<file path="src/rtl/vga_pkg.sv">
// Shared VGA/VRAM constants and the write-scheduler state type.
// The VRAM instantiation and the write scheduler both size themselves from here.
package vga_pkg;

  localparam int DATA_WIDTH         = 16;
  localparam int VRAM_DEPTH         = 4800;
  localparam int VRAM_ADDRESS_WIDTH = $clog2(VRAM_DEPTH);

  typedef enum logic {
    IDLE  = 1'b0,
    CLEAR = 1'b1
  } vram_sched_state_t;

endpackage

</file>
<file path="src/rtl/rr_arbiter_2.sv">
// Two-way round-robin arbiter: combinational one-hot grant, registered preference pointer.
// The pointer flips to the loser after every grant so neither side can be starved.
module rr_arbiter_2 (
  input  logic       clk,
  input  logic       rst_n,
  input  logic [1:0] req,
  output logic [1:0] grant
);

  logic ptr_q, ptr_d;

  // NOTE: combinational blocks use blocking '=' and assign every output a default first, so no latch is inferred.
  always_comb begin
    grant = 2'b00;
    if (req[ptr_q]) begin
      grant[ptr_q] = 1'b1;
    end else if (req[~ptr_q]) begin
      grant[~ptr_q] = 1'b1;
    end
  end

  always_comb begin
    ptr_d = ptr_q;
    if (grant[0]) begin
      ptr_d = 1'b1;
    end else if (grant[1]) begin
      ptr_d = 1'b0;
    end
  end

  // NOTE: state registers use non-blocking '<=' so every flop samples pre-edge values.
  always_ff @(posedge clk or negedge rst_n) begin
    if (!rst_n) begin
      ptr_q <= 1'b0;
    end else begin
      ptr_q <= ptr_d;
    end
  end

endmodule

</file>
<file path="src/rtl/vram_write_scheduler.sv">
// VRAM port-A write scheduler: round-robin between two word writers plus a full-screen clear engine.
// All port-A pins are registered; a handshake in cycle N drives the port in cycle N+1.
module vram_write_scheduler #(
  parameter int DATA_WIDTH = vga_pkg::DATA_WIDTH,
  parameter int DATA_DEPTH = vga_pkg::VRAM_DEPTH,
  parameter int ADDR_WIDTH = $clog2(DATA_DEPTH),
  parameter bit BLANK_ONLY = 1'b1
) (
  input  logic                       i_clk,
  input  logic                       i_resetn,
  input  logic                       i_vblank,
  input  logic [1:0]                 i_req_valid,
  output logic [1:0]                 o_req_ready,
  input  logic [1:0][ADDR_WIDTH-1:0] i_req_addr,
  input  logic [1:0][DATA_WIDTH-1:0] i_req_data,
  input  logic                       i_clear_start,
  input  logic [DATA_WIDTH-1:0]      i_clear_pattern,
  output logic                       o_clear_busy,
  output logic                       o_clear_done,
  output logic                       o_addr_err,
  output logic                       o_ena,
  output logic                       o_wea,
  output logic [ADDR_WIDTH-1:0]      o_addra,
  output logic [DATA_WIDTH-1:0]      o_dia
);

  localparam logic [ADDR_WIDTH:0]   DEPTH_EXT = (ADDR_WIDTH+1)'(DATA_DEPTH);
  localparam logic [ADDR_WIDTH-1:0] LAST_ADDR = ADDR_WIDTH'(DATA_DEPTH - 1);

  vga_pkg::vram_sched_state_t state_q, state_d;
  logic [ADDR_WIDTH-1:0] cnt_q, cnt_d;
  logic [DATA_WIDTH-1:0] pattern_q, pattern_d;
  logic                  ena_q, ena_d;
  logic [ADDR_WIDTH-1:0] addra_q, addra_d;
  logic [DATA_WIDTH-1:0] dia_q, dia_d;
  logic                  done_q, done_d;
  logic                  err_q, err_d;

  logic                  window;
  logic                  arb_en;
  logic [1:0]            grant;
  logic [ADDR_WIDTH-1:0] sel_addr;
  logic [DATA_WIDTH-1:0] sel_data;

  assign window = !BLANK_ONLY || i_vblank;

  // Requesters only compete in IDLE with the window open; a clear start wins its cycle outright.
  assign arb_en = i_resetn && (state_q == vga_pkg::IDLE) && window && !i_clear_start;

  rr_arbiter_2 u_arb (
    .clk   (i_clk),
    .rst_n (i_resetn),
    .req   (i_req_valid & {2{arb_en}}),
    .grant (grant)
  );

  assign sel_addr = i_req_addr[grant[1]];
  assign sel_data = i_req_data[grant[1]];

  always_comb begin
    state_d   = state_q;
    cnt_d     = cnt_q;
    pattern_d = pattern_q;
    ena_d     = 1'b0;
    addra_d   = addra_q;
    dia_d     = dia_q;
    done_d    = 1'b0;
    err_d     = 1'b0;
    case (state_q)
      vga_pkg::IDLE: begin
        if (i_clear_start) begin
          pattern_d = i_clear_pattern;
          cnt_d     = '0;
          state_d   = vga_pkg::CLEAR;
        end else if (|grant) begin
          // Out-of-range words are consumed so the requester never stalls, but never reach the BRAM.
          if ({1'b0, sel_addr} < DEPTH_EXT) begin
            ena_d   = 1'b1;
            addra_d = sel_addr;
            dia_d   = sel_data;
          end else begin
            err_d = 1'b1;
          end
        end
      end
      vga_pkg::CLEAR: begin
        if (window) begin
          ena_d   = 1'b1;
          addra_d = cnt_q;
          dia_d   = pattern_q;
          if (cnt_q == LAST_ADDR) begin
            state_d = vga_pkg::IDLE;
            done_d  = 1'b1;
          end else begin
            cnt_d = cnt_q + 1'b1;
          end
        end
      end
    endcase
  end

  always_ff @(posedge i_clk or negedge i_resetn) begin
    if (!i_resetn) begin
      state_q   <= vga_pkg::IDLE;
      cnt_q     <= '0;
      pattern_q <= '0;
      ena_q     <= 1'b0;
      addra_q   <= '0;
      dia_q     <= '0;
      done_q    <= 1'b0;
      err_q     <= 1'b0;
    end else begin
      state_q   <= state_d;
      cnt_q     <= cnt_d;
      pattern_q <= pattern_d;
      ena_q     <= ena_d;
      addra_q   <= addra_d;
      dia_q     <= dia_d;
      done_q    <= done_d;
      err_q     <= err_d;
    end
  end

  assign o_req_ready  = grant;
  assign o_clear_busy = (state_q == vga_pkg::CLEAR);
  assign o_clear_done = done_q;
  assign o_addr_err   = err_q;
  assign o_ena        = ena_q;
  assign o_wea        = ena_q;
  assign o_addra      = addra_q;
  assign o_dia        = dia_q;

endmodule

</file>
<file path="config.mk">
export PLATFORM = sky130hd
export DESIGN_NAME = vram_write_scheduler
export DESIGN_NICKNAME = d
export VERILOG_FILES = /design/src/rtl/vga_pkg.sv /design/src/rtl/rr_arbiter_2.sv /design/src/rtl/vram_write_scheduler.sv
export SDC_FILE = /design/constraint.sdc
export NUM_CORES = 1
export LEC_CHECK = 0
export CAP_MARGIN = 10
export CORE_AREA = 4 4 91 93
export CTS_BUF_LIST = sky130_fd_sc_hd__clkbuf_2
export DETAILED_ROUTE_END_ITERATION = 10
export DIE_AREA = 0 0 95 97
export GPL_ROUTABILITY_DRIVEN = 0
export PLACE_DENSITY = 0.76
export SETUP_SLACK_MARGIN = 0.5
export SLEW_MARGIN = 20
export SYNTH_ARGS = -nofsm -noshare
export SYNTH_HDL_FRONTEND = slang
export SYNTH_HIERARCHICAL = 1
export SYNTH_SLANG_ARGS = --single-unit
export TNS_END_PERCENT = 50
</file>
<file path="constraint.sdc">
create_clock -name i_clk -period 2.9 [get_ports i_clk]
set_input_delay 0.725 -clock i_clk [delete_from_list [all_inputs] [get_ports i_clk]]
set_output_delay 0.725 -clock i_clk [all_outputs]
set_load 0.02 [all_outputs]
</file>
# Word-level counts from Yosys, hierarchy flattened
# Cells that the tools add are included.
# totals
regBits	63
input_bits	80
output_inout_bits	36
elab_cells	83
# classes
addsub	1
n_lt_le_gt_ge	6
eq_ne	7
n_mux	46
n_bitwise	3
n_reduce_logical	11
# ops
operator	n
13-bit 2-to-1 mux	9
16-bit 2-to-1 mux	6
13-bit case mux with 2 select lines	2
16-bit case mux with 2 select lines	1
1-bit 2-to-1 mux	22
13-bit by 1-bit adder with 13-bit output, second input constant	1
13-bit equality test, second input constant	1
13-bit less-than comparator, second input constant	1
2-bit inequality test, second input constant	4
1-bit by 2-bit less-than comparator with 1-bit output, second input constant	3
1-bit logical AND	5
2-bit 2-to-1 mux	2
2-bit by 1-bit inequality test with 1-bit output, second input constant	2
1-bit case mux with 2 select lines	2
4-bit AND reduction	1
3-bit AND reduction	1
2-bit bitwise AND	1
1-bit demux with 1-bit select	2
1-bit >= comparator, second input constant	2
1-bit inverter	2
2-bit AND reduction	1
2-bit nonzero test	1
2-bit OR reduction	1
1-bit logical NOT	1

# Depth between registers and ports, before layout
# depth
depth_word	16
mapped_depth	9
mapped_depth_nobuf	7

# Modules after synthesis
# The synthesis kept the hierarchy.
# modules_own_cells
mod	instances	cells_each	area_per_inst_um2	seq_area_each_um2
vram_write_scheduler	1	322	3220.6	1551.5
rr_arbiter_2	1	7	60.1	25.0

# Worst setup path after synthesis
# OpenSTA, ideal clock, no wires.
# synth_path
path_type	input to register
startpoint	input port i_clear_start
endpoint	register addra_q[0], in the netlist o_addra[0]
setup_ps	127
arrival_ps	2978
required_ps	2773
setup_slack_ps	-206
cell_stages	9
path_cell_list	nor2_1 -> and4_1 -> a21boi_1 -> buf_4 -> mux2i_1 -> a311oi_2 -> o31ai_4 -> buf_6 -> mux2_1
# synth_between
elab_chain_len	13
elab_cells_between_ends	21
# synth_rtl
item	line_no	source
from (decl)	vram_write_scheduler.sv:16	input logic i_clear_start,
1-bit logical NOT (*)	vram_write_scheduler.sv:48	assign arb_en = i_resetn && (state_q == vga_pkg::IDLE) && window && !i_clear_start;
1-bit logical AND (*)	vram_write_scheduler.sv:48	
2-bit bitwise AND (*)	vram_write_scheduler.sv:53	.req (i_req_valid & {2{arb_en}}),
1-bit 2-to-1 mux (implied by the code) (2 in series)	rr_arbiter_2.sv:17	end else if (req[~ptr_q]) begin
2-bit 2-to-1 mux	rr_arbiter_2.sv:17	
2-bit 2-to-1 mux (*)	rr_arbiter_2.sv:15	if (req[ptr_q]) begin
net o_req_ready[1]	vram_write_scheduler.sv:13	output logic [1:0] o_req_ready,
parallel branches: the longest is 6 deep, another holds 13-bit less-than comparator	-	
to (signal assigned)	vram_write_scheduler.sv:117	addra_q <= addra_d;
to (decl)	vram_write_scheduler.sv:34	logic [ADDR_WIDTH-1:0] addra_q, addra_d;
# Mark *: on every way through the listed nets, which the timed path passes. The select of a mux whose other input is x is not followed.
# A chain may end at the register's enable or synchronous reset.

# Final worst setup path
# layout_path
startpoint	register state_q, in the netlist o_clear_busy
endpoint	register dia_q[12], in the netlist o_dia[12]
# layout_between
elab_chain_len	15
elab_cells_between_ends	26
# layout_rtl
item	line_no	source
from (decl)	vram_write_scheduler.sv:30	vga_pkg::vram_sched_state_t state_q, state_d;
from (signal assigned)	vram_write_scheduler.sv:104	state_q <= vga_pkg::IDLE;
from (signal assigned)	vram_write_scheduler.sv:113	state_q <= state_d;
parallel branches: the longest is 15 deep, another holds 13-bit less-than comparator	-	
to (signal assigned)	vram_write_scheduler.sv:118	dia_q <= dia_d;
to (decl)	vram_write_scheduler.sv:35	logic [DATA_WIDTH-1:0] dia_q, dia_d;
# Several ways; the timed one is not identified. The select of a mux whose other input is x is not followed.

==> reports/metrics.cfg <==
[timing]
slew_viol_final = 0
relSlewSlack_pct = 31.45
worstMarginPinSlew_ns = 1.017
final-setup-viol-count = 0
skew_ns = 0.01667
finalCritPeriodShare_pct = 89.10
finalHoldViolations = 0
period_needed_ns = 2.584
rsz0062_at_grt = true
clock.fmax_mhz = 387.0
whs_ns = 0.4842

[yosys]
synth_top_flop_cell = dfrtp_1
yosysMostFrequentCell = nand2_1
synth_top_area_share_pct = 48.05
ys_async_sr_fraction_pct = 100.0
ys_seq_area_share_pct = 48.05
synthCells = 329
synthesis.nets = 410
netlist_area_um2 = 3281
yosysTopAreaCell = dfrtp_1
yosysWarningCount = 6
ys_ff_latch = 63
synth_edf_count = 0
synth.distinct_cells = 42
synth_common_cells = nand2_1 (82), dfrtp_1 (63), mux2i_1 (32), mux2_1 (29), o21ai_0 (27)
avgSynthCellArea_um2 = 9.972
ys_top_cells_by_area = dfrtp_1 (48%), mux2_1 (10%), mux2i_1 (9.8%)

[finish]
layout-drive-gt1-share_pct = 17.34
syn_to_final_growth_pct = 52.33
num_antenna_cells = 0
multi_input_area_um2 = 1670
final_nets = 543
final.fill_count = 586
fin_cells = 569
register_area_um2 = 1578

[grt]
grt_max_degree = 64
antenna_found_initial = 0
grt_pass1_wl_um = 15480
track_usage_pct = 21.61
grt_pass1_vias = 3086
grt_overflow = 0

[route]
dr_total_vias = 2953
routed_wl_um = 9544
drt_iter0_markers = 123
drtAntennaViolNets = 0
drtPass1Iterations = 6
avgRoutedWirePerCell_um = 16.77
viasPerCell = 5.190
drcViolationCount = 0

[power]
p_int_mw = 1.611
p_sw_share_pct = 31.60
clkPwrFrac_pct = 22.3
p_sw_mw = 0.7446
ir_drop_v = 0.0002733
leakage_nw = 2.180
power.density_nw_per_um2 = 471.5
combPwrFrac_pct = 30.1
seqPwrFrac_pct = 47.6

[worst_setup_path]
reg2reg_depth = 12
timing.rr.start = o_clear_busy
r2r_slack_ns = 0.32
start_kind = flop
cp_data_arrival_time_ns = 2.96
end_kind = flop
r2r-end = o_dia[12]
worstPathRequired_ns = 3.27
crit_type = reg -> reg
critPathMaxFanout = 7

[worst_hold_path]
hold_path_class = in -> async

[clock_network]
cts_tree = yes
cts.sinks = 63
cts_htree_levels = 3
insertion_delay_ns = 0.47
path_clk_slew_ns = 0.19
cts_root_buffer = clkbuf_2
cts_buffers = 9
clk_path_buf_depth = 2

[die]
core_um2 = 7527
die_h_um = 97
io_pins = 116
initial_core_util_pct = 43.58
dieArea_um2 = 9215
fp-row-count = 32
die_x_um = 95

[placed_design]
io_buffers = 115
place_hpwl_um = 6458
dp_cells = 539

[status]
outcome = complete, no violations

[run]
cap_violations = 0

## critical path, stage by stage (launching register included)
cell and delay, ns:
dfrtp_2 0.46, nor2_4 0.11, and4_4 0.24, a21boi_4 0.19, buf_6 0.14, buf_6 0.12
a211oi_2 0.04, a311oi_2 0.33, o31ai_4 0.12, buf_6 0.15, buf_12 0.12, buf_16 0.14
mux2_1 0.31
## worst max path at each step
stage,start,endpoint,cells after the start
2_1_floorplan,i_clear_start,o_addra[0],9
3_3_place_gp,i_clear_start,o_req_ready[0],5
3_5_place_dp,i_clear_start,o_req_ready[0],5
4_1_cts,o_clear_busy,o_addra[6],11
5_1_grt,o_clear_busy,o_dia[0],12
6_report,o_clear_busy,o_dia[12],12
## per-stage QoR
step                      worst slack (ns)  util (%)  power (mW)  setup TNS, ns  area [um2]
after floorplan                     0.2021         -       1.407              0        3309
after global placement             -0.3499     60.97       1.740         -9.186        4589
after detailed placement           -0.3667     60.97       1.765         -10.88        4589
after CTS                           0.3534     66.27       2.365              0        4989
after global routing                0.1984     66.39       2.497              0        4997
final                               0.3162     66.39       2.356              0        4997
## state kept, by name, summed over array words and instances (netlist names)
register,count
o_ena,1
o_addr_err,1
o_dia,16
u_arb/ptr_q,1
cnt_q,13
o_addra,13
pattern_q,16
o_clear_done,1
o_clear_busy,1
## routing by layer
| layer | track usage (%) | up-vias | wire length (um) |
|---|---|---|---|
| li1 | - | 1410 | - |
| met1 | 26.63 | 1450 | 3872 |
| met2 | 37.26 | 73 | 5019 |
| met3 | 2.877 | 20 | 362 |
| met4 | 9.212 | 0 | 290 |
| met5 | 0 | - | 0 |
## logic make-up (layout without fill, tap and decap cells)
family / after synthesis / after routing / share of synthesized area, %
buf+inv: 29 / 167 / 4.615
compound gates: 55 / 55 / 11.10
simple gates: 117 / 117 / 15.33
fa+ha+maj: 1 / 1 / 0.3813
mux: 61 / 61 / 19.72
xor+xnor: 3 / 3 / 0.8011
flops: 63 / 63 / 48.05
## final cells by class
| cell class | instances | share of cell area (%) |
|---|---|---|
| clock buffer | 10 | 1.002 |
| clock inverter | 6 | 1.227 |
| inverter | 8 | 0.6009 |
| multi-input combinational | 237 | 33.43 |
| sequential | 63 | 31.57 |
| tap | 102 | 2.554 |
| timing repair buffer | 143 | 29.62 |
## placed cells by master, fill, tap and decap left out, drive strengths merged, types with 2 or more instances in the layout
| cell | netlist | routed |
|---|---|---|
| dlygate4sd2 | 0 | 4 |
| and2 | 2 | 2 |
| clkdlybuf4s50 | 0 | 107 |
| o21ai | 32 | 32 |
| mux2 | 29 | 29 |
| a21oi | 6 | 6 |
| nor4 | 3 | 3 |
| or2 | 2 | 2 |
| nor2 | 8 | 8 |
| o31ai | 4 | 4 |
| nand3 | 7 | 7 |
| nor3 | 2 | 2 |
| clkinv | 0 | 2 |
| a21boi | 2 | 2 |
| mux2i | 32 | 32 |
| o41ai | 2 | 2 |
| o211ai | 2 | 2 |
| or3 | 5 | 5 |
| clkbuf | 9 | 10 |
| buf | 12 | 32 |
| inv | 8 | 8 |
| nand2 | 82 | 82 |
| clkinvlp | 0 | 3 |
| xnor2 | 3 | 3 |
| and4 | 2 | 2 |
| dfrtp | 63 | 63 |
## what timing repair did
action	CTS	global route
hold buffers	0	0
resized for setup	53	1
gates cloned	3	0
pin swaps	5	0
setup buffers	11	0
setup endpoints to repair	33	32
## power by group through the flow
| stage | sequential, mW | clock (mW) | combinational (mW) |
|---|---|---|---|
| after global placement | 1.12 | 0 | 0.617 |
| after floorplan | 1.20 | 0 | 0.207 |
| after global routing | 1.14 | 0.590 | 0.768 |
| after CTS | 1.12 | 0.535 | 0.711 |
| final | 1.12 | 0.526 | 0.708 |
| after detailed placement | 1.13 | 0 | 0.633 |
No activity file was read; power rests on OpenSTA's default activity.
